### config.mk
export PLATFORM = sky130hd
export DESIGN_NAME = mod_frame_arb
export DESIGN_NICKNAME = d
export VERILOG_FILES = /design/src/rtl/mod_frame_arb.sv
export SDC_FILE = /design/constraint.sdc
export NUM_CORES = 1
export LEC_CHECK = 0
export CAP_MARGIN = 0
export CORE_MARGIN = 2
export CORE_UTILIZATION = 50
export CTS_BUF_LIST = sky130_fd_sc_hd__clkbuf_2 sky130_fd_sc_hd__clkbuf_4 sky130_fd_sc_hd__clkbuf_8
export DETAILED_ROUTE_END_ITERATION = 8
export GPL_TIMING_DRIVEN = 0
export HOLD_SLACK_MARGIN = 0.08
export PLACE_DENSITY = 0.95
export SYNTH_ARGS = -nofsm -noshare
export SYNTH_HDL_FRONTEND = slang
export SYNTH_SLANG_ARGS = --single-unit
### constraint.sdc
create_clock -name clk -period 2.85 [get_ports clk]
set_input_delay 0.7125 -clock clk [delete_from_list [all_inputs] [get_ports clk]]
set_output_delay 0.7125 -clock clk [all_outputs]
set_load 0.01 [all_outputs]
### src/rtl/mod_frame_arb.sv
// Frame arbiter: grants the shared 8b->5b packer to one of two byte sources per frame, round-robin.
// Latency: grant 1 cycle after req seen in IDLE, first byte offered the cycle after; frame_done 1 cycle after last symbol.
// Backpressure: bytes move only on out_vld & out_take; next grant waits until the packer drains all symbols.
module mod_frame_arb #(
    parameter int FRAME_BYTES = 5
) (
    input  logic       clk,
    input  logic       reset_n,
    input  logic [1:0] req,
    input  logic [7:0] din0,
    input  logic [7:0] din1,
    output logic       pop0,
    output logic       pop1,
    output logic [1:0] gnt,
    output logic [7:0] out_data,
    output logic       out_vld,
    input  logic       out_take,
    input  logic       sym_en,
    output logic       frame_done,
    output logic       err
);

    localparam int SYMS_PER_FRAME = FRAME_BYTES * 8 / 5;
    localparam int BW = (FRAME_BYTES > 1) ? $clog2(FRAME_BYTES) : 1;
    localparam int SW = $clog2(SYMS_PER_FRAME + 1);
    localparam logic [BW-1:0] LAST_BYTE = BW'(FRAME_BYTES - 1);
    localparam logic [SW-1:0] SYM_FULL  = SW'(SYMS_PER_FRAME);
    localparam logic [SW-1:0] SYM_LAST  = SW'(SYMS_PER_FRAME - 1);

    typedef enum logic [2:0] {IDLE, GRANT, XFER, DRAIN, DONE} state_t;

    state_t        state;
    logic [BW-1:0] byte_cnt;
    logic [SW-1:0] sym_cnt;
    logic          winner;
    logic          last_served;

    logic xfer;
    logic pick;
    logic sym_ok;
    logic last_xfer;
    logic sym_full_nxt;

    assign xfer      = out_vld & out_take;
    assign pop0      = xfer & gnt[0];
    assign pop1      = xfer & gnt[1];
    assign out_data  = out_vld ? (gnt[1] ? din1 : din0) : 8'h00;
    // Requester 1 wins when alone, or on contention when requester 0 was served last.
    assign pick      = req[1] & (~req[0] | ~last_served);
    assign sym_ok    = (state == XFER) || (state == DRAIN);
    assign last_xfer = xfer && (byte_cnt == LAST_BYTE);
    // Packer may already be fully drained (counting this cycle's symbol) when the last byte leaves.
    assign sym_full_nxt = (sym_cnt == SYM_FULL) || (sym_en && sym_ok && (sym_cnt == SYM_LAST));

    always_ff @(posedge clk or negedge reset_n) begin
        if (!reset_n) begin
            state       <= IDLE;
            gnt         <= 2'b00;
            out_vld     <= 1'b0;
            frame_done  <= 1'b0;
            err         <= 1'b0;
            byte_cnt    <= '0;
            sym_cnt     <= '0;
            winner      <= 1'b0;
            last_served <= 1'b1;
        end else begin
            frame_done <= 1'b0;

            if (sym_en && (!sym_ok || (sym_cnt == SYM_FULL)))
                err <= 1'b1;
            if (out_take && !out_vld)
                err <= 1'b1;

            if (sym_en && sym_ok && (sym_cnt != SYM_FULL))
                sym_cnt <= sym_cnt + 1'b1;

            case (state)
                IDLE: begin
                    if (req != 2'b00) begin
                        winner <= pick;
                        gnt    <= pick ? 2'b10 : 2'b01;
                        state  <= GRANT;
                    end
                end
                GRANT: begin
                    byte_cnt <= '0;
                    sym_cnt  <= '0;
                    out_vld  <= 1'b1;
                    state    <= XFER;
                end
                XFER: begin
                    if (xfer)
                        byte_cnt <= byte_cnt + 1'b1;
                    if (last_xfer) begin
                        out_vld <= 1'b0;
                        if (sym_full_nxt) begin
                            frame_done <= 1'b1;
                            state      <= DONE;
                        end else begin
                            state <= DRAIN;
                        end
                    end
                end
                DRAIN: begin
                    if (sym_en && (sym_cnt == SYM_LAST)) begin
                        frame_done <= 1'b1;
                        state      <= DONE;
                    end
                end
                DONE: begin
                    last_served <= winner;
                    gnt         <= 2'b00;
                    state       <= IDLE;
                end
                default: state <= IDLE;
            endcase
        end
    end

endmodule
==> summary.md, run 1 <==
| Metric | Value |
|---|---|
| DR vias/cell | 5.76 |
| Fillers | 155 |
| Top-count cell post-synth | dfrtp_1 |
| GRT Total Usage | between 20% and 30% |
| Critical Path RT | 2.14 ns |
| Final Skew | between 0.0015 and 0.002 ns |
| Initial antenna violation count | 0 |
| P_leak | a little under 0.7 nW |
| Die Span Y | about 50 um |
| GR Overflow Total | 0 |
| Slew margin rel. | around half |
| Worst min-delay path category | flop to flop |
| Worst skew pair latency | about 0.30 ns |
| CTS tree | done |
| Worst IR Drop VDD | 656 uV |
| Setup_tns | 0 ns |
| Register area | ~430 um2 |
| I/O Buffers | 36 |
| Pins over their slew limit | 0 |
| Hold Slack | 0.501 ns |
| Pin slew with the least headroom to its limit | 0.752 ns |
| N_diodes | 0 |
| Status | finished clean |
| Routability congestion estimate | between 0.8 and 0.9 |
| H-Tree Depth | 1 |
| Final worst slack | around 0.086 ns |
| Vias in the first global route | around 1100 |
| Io pins | 37 |
| Nets | roughly 180 |
| Leading post-synthesis cells by cell area | dfrtp_1 (37%), mux2i_1 (9.3%), ha_1 (4.6%) |
| Startpoint Class | input pin |
| Final hold vios | 0 |
| Starting Density | a little over half |
| Final routed DRC violation total | 0 |
| Main synth FF type | dfrtp_1 |
| Min Tclk post-route | about 2.8 ns |
| Post-CTS setup buffers | 0 |
| DR vias | approximately 1000 |
| Mapped cell area | ~1100 um2 |
| Final ANT Viol Nets | 0 |
| EDFF count, synth | 0 |
| Die W | ~50 um |
| # hold bufs at CTS | 0 |
| Max Clk Rate | 0.362 GHz |
| Layout area overhead | 39.3% |
| Die Footprint | between 2000 and 3000 um2 |
| Synth cell count leaders | dfrtp_1 (16), mux2i_1 (10), nor2_1 (10) |
| Root buf cell | clkbuf_4 |
| Yosys Warn Count | 0 |
| Layout Cells excl Fill | approximately 180 |
| Power Density | 760 nW/um2 |
| Ys async rst share | 100% |
| Post-DP HPWL | 2.21 mm |
| Footprint of the multi-input gates | a little under 600 um2 |
| Mean Syn Cell Area | 9.39 um2 |
| Mapped Nets | 141 |
| Top cell type's share of synthesized area | between 30% and 40% |
| Layout cells sized above 1 | ~9.0% |
| Syn Inst Count | 115 |
| Max_cap viols | 0 |
| Initial drt markers | 11 |
| CORE AREA | 2000 um2 |
| Num CTS Buffers | 3 |
| DR WL/cell | 15.8 um |
| Final setup fails | 0 |
| Worst-path maximum fanout | 7 |
| Final WL | between 2 and 3 mm |
| Placed Cells incl. Taps | ~180 |
| Worst setup EP type | primary output |
| Final worst-path cycle share | a little over nine tenths |
| Netlist cell types | 39 |
| WS Path Type | input pin to primary output |
| Resized cells post-CTS | 0 |
| First-pass GRT wire length | 4.73 mm |
| Setup WS pre-CTS | 0.0873 ns |
| Seq/Total Area, Yosys | slightly below 40% |
| Seq cells post-synth | 17 |
| Floorplan row count | 16 |
| Largest net degree at the start of global routing | 18 |
| Detailed Routing Iterations Pass 1 | 4 |
| Worst Path Arrival | between 2 and 2.5 ns |
| Cell taking the most area after synthesis | dfrtp_1 |
| Max Buffers Root-to-Sink | 2 |
| Worst-path clk slew | about 0.1 ns |
| Clk sinks | 17 |
| Power consumption | between 1 and 1.5 mW |
| RSZ-0062 raised after global routing | false |
## kinds of logic (layout without fill, tap and decap cells)
| group | after synthesis | count (layout) | share of synthesized area [%] |
|---|---|---|---|
| and+or+nand+nor | 42 | 42 | 21.8 |
| AOI/OAI and AO/OA | 28 | 28 | 16.9 |
| buffers and inverters | 13 | 53 | 6.84 |
| muxes | 11 | 11 | 10.3 |
| adders and majority gates | 4 | 4 | 4.64 |
| DFF | 17 | 17 | 39.5 |
## area by class of cell
class	count	area share, %
multi-input combinational	85	38.5
sequential	17	28.4
timing repair buffer	36	24.0
buffer	4	2.66
inverter	9	2.25
tap	27	2.25
clock buffer	4	2.00
## registers in the layout, summed over array words and instances (netlist names)
signal,flops
byte_cnt,3
out_vld,1
gnt,2
err,1
frame_done,1
winner,1
sym_cnt,4
last_served,1
state,3
## worst max-delay path: stages
cell and delay [ns]:
clkdlybuf4s50_1 0.58, and3_2 0.22, clkdlybuf4s50_1 0.53
## layout by cell type (no fill, tap or decap), types with 2 or more instances in the layout
master / netlist / layout
nand3_1: 6 / 6
nand3b_1: 3 / 3
a21oi_1: 5 / 5
o22ai_1: 4 / 4
dfrtp_1: 16 / 16
and3_1: 2 / 2
nand2b_1: 2 / 2
inv_1: 8 / 8
nor2_1: 10 / 10
and3b_1: 2 / 2
clkbuf_4: 0 / 4
nand2_1: 7 / 7
o211ai_1: 2 / 2
a32oi_1: 2 / 2
and3_2: 2 / 2
clkdlybuf4s50_1: 0 / 36
mux2i_1: 10 / 10
ha_1: 4 / 4
clkbuf_8: 2 / 2
o21ai_0: 7 / 7
## metrics by stage
| stage | utilization (%) | instance area [um2] |
|---|---|---|
| finish | 75.1 | 1500 |
| global route | 75.1 | 1500 |
| CTS | 75.1 | 1500 |
| detailed placement | 73.6 | 1470 |
| global placement | 73.6 | 1470 |
| floorplan | - | 1080 |
## power by group
part           internal (mW)  switching [mW]
clock                 0.0642          0.0813
sequential             0.326          0.0915
combinational          0.289           0.291
total                  0.680           0.463
## path summary, 6_finish.rpt
| check | from | endpoint | slack [ns] | cells past startpoint |
|---|---|---|---|---|
| setup / recovery | out_take | pop0 | 0.09 | 3 |
| hold / removal | err$_DFFE_PN0P_ | err$_DFFE_PN0P_ | 0.50 | 1 |
| setup reg to reg | sym_cnt[0]$_DFFE_PN0P_ | state[1]$_DFFE_PN0P_ | 1.36 | 5 |
| hold reg to reg | err$_DFFE_PN0P_ | err$_DFFE_PN0P_ | 0.50 | 1 |
| max in group asynchronous | reset_n | gnt[1]$_DFFE_PN0P_ | 1.54 | 1 |
| min in group asynchronous | reset_n | byte_cnt[1]$_DFFE_PN0P_ | 0.84 | 1 |
## layer usage
metal  wire length [um]  vias to the layer above  GRT usage, %
met5                  0                        -             0
met4                 24                        0          8.56
met3                299                        3          9.23
met2               1450                       50          44.3
met1               1100                      492          26.0
li1                   -                      504             -
Note: power is estimated with default switching activity, not from simulation.
==> inputs of run 2 (changes only) <==
Settings changed: CELL_PAD_IN_SITES_DETAIL_PLACEMENT set to 0, CELL_PAD_IN_SITES_GLOBAL_PLACEMENT set to 2, CORE_UTILIZATION 50 to 29.
==> summary.md, run 2 (same netlist as run 1, synthesis figures left out) <==
| Metric | Value |
|---|---|
| Status | finished clean |
| GRT Total Usage | 13.4% |
| Vias in the first global route | about 1000 |
| CTS tree | done |
| Pins over their slew limit | 0 |
| Worst min-delay path category | flop to flop |
| Max reg flops | 4 |
| First-pass GRT wire length | ~4.4 mm |
| Resized cells post-CTS | 0 |
| Root buf cell | clkbuf_8 |
| Power Density | about 760 nW/um2 |
| Pin slew with the least headroom to its limit | 0.759 ns |
| Detailed Routing Iterations Pass 1 | 4 |
| Floorplan row count | 22 |
| Clk sinks | 17 |
| Initial drt markers | 21 |
| Min Tclk post-route | between 2 and 3 ns |
| # hold bufs at CTS | 0 |
| Top reg by flops | sym_cnt |
| Final ANT Viol Nets | 0 |
| Worst skew pair latency | roughly 0.25 ns |
| I/O Buffers | 36 |
| GR Overflow Total | 0 |
| WS Path Type | input pin to primary output |
| Final routed DRC violation total | 0 |
| H-Tree Depth | 1 |
| DR WL/cell | 13.2 um |
| RSZ-0062 raised after global routing | false |
| Final hold vios | 0 |
| Worst IR Drop VDD | around 360 uV |
| Die Span Y | between 60 and 70 um |
| Layout cells sized above 1 | about 9% |
| Io pins | 37 |
| Starting Density | 29.7% |
| Slew margin rel. | ~50% |
| Setup_tns | 0 ns |
| Initial antenna violation count | 0 |
| CORE AREA | 3630 um2 |
| Critical Path RT | 2.14 ns |
| Post-CTS setup buffers | 0 |
| Final setup fails | 0 |
| Most frequent cells in the layout | clkdlybuf4s50_1 (36), dfrtp_1 (16), mux2i_1 (10), nor2_1 (10), inv_1 (8) |
| DR vias | about 1000 |
| DR vias/cell | around 5.1 |
| Most common cell after layout, fill and taps aside | clkdlybuf4s50_1 |
| Post-DP HPWL | between 1.5 and 2 mm |
| P_leak | roughly 0.70 nW |
| Worst-path clk slew | around 0.06 ns |
| Max Buffers Root-to-Sink | 2 |
| Worst Path Arrival | around 2.1 ns |
| Final WL | roughly 2.7 mm |
| Worst setup EP type | primary output |
| Worst-path maximum fanout | 7 |
| Max_cap viols | 0 |
| Startpoint Class | input pin |
| Max Clk Rate | roughly 0.36 GHz |
| Final worst-path cycle share | between 90% and 100% |
| Routability congestion estimate | just over 0.7 |
| Die Footprint | approximately 4200 um2 |
| N_diodes | 0 |
| Num CTS Buffers | 3 |
| Flop2flop setup slack | 1.39 ns |
| Layout area overhead | 43.5% |
| Top Registers | sym_cnt (4), byte_cnt (3), state (3) |
| Nets | ~180 |
| Power consumption | roughly 1.2 mW |
| Die W | 65.0 um |
| Largest net degree at the start of global routing | 18 |
| Final Skew | between 0.0015 and 0.002 ns |
run 2: worst max-delay path, cell delays in order:
cell and delay (ns):
clkdlybuf4s50_1 0.62, and3_2 0.22, clkdlybuf4s50_1 0.54
run 2: area by class of cell:
| type | instances | area [um2] |
|---|---|---|
| plain buffers | 4 | 40.0 |
| clock buffers | 4 | 48.8 |
| fillers | 365 | 2080 |
| inverters | 9 | 33.8 |
| multi-input cells | 85 | 579 |
| flip-flops and latches | 17 | 427 |
| well taps | 48 | 60.1 |
| repair buffers | 36 | 360 |
run 2: metal layers:
| metal | vias to the layer above | global-route usage (%) | part of all wire (%) |
|---|---|---|---|
| met4 | 0 | 5.47 | 1.4 |
| met2 | 51 | 22.9 | 43 |
| met1 | 474 | 16.3 | 47 |
| met5 | - | 0 | 0 |
| li1 | 501 | - | - |
| met3 | 5 | 2.95 | 8.4 |
run 2: worst paths after layout:
check	from	endpoint	depth (start not counted)
max	out_take	pop1	3
min	err$_DFFE_PN0P_	err$_DFFE_PN0P_	1
min reg2reg	err$_DFFE_PN0P_	err$_DFFE_PN0P_	1
min in group asynchronous	reset_n	byte_cnt[1]$_DFFE_PN0P_	1
max in group asynchronous	reset_n	byte_cnt[2]$_DFFE_PN0P_	1
max reg2reg	sym_cnt[0]$_DFFE_PN0P_	state[0]$_DFFE_PN0P_	5
run 2: through the flow:
step	cells	area (um2)	utilization (%)	setup WS [ns]	hold WS, ns
detailed placement	199	1500	41.3	0.0598	0.473
global route	203	1550	42.6	0.00947	0.531
floorplan	115	1080	-	1.20	0.417
finish	203	1550	42.6	0.0462	0.486
CTS	203	1550	42.6	0.0513	0.493
global placement	199	1500	41.3	0.0750	0.472
run 2: where the power goes:
part	leakage, nW	switching, mW	internal, mW	total (mW)
Combinational	0.472	0.281	0.289	0.570
Clock	0.0262	0.0843	0.109	0.193
Sequential	0.203	0.0900	0.327	0.417
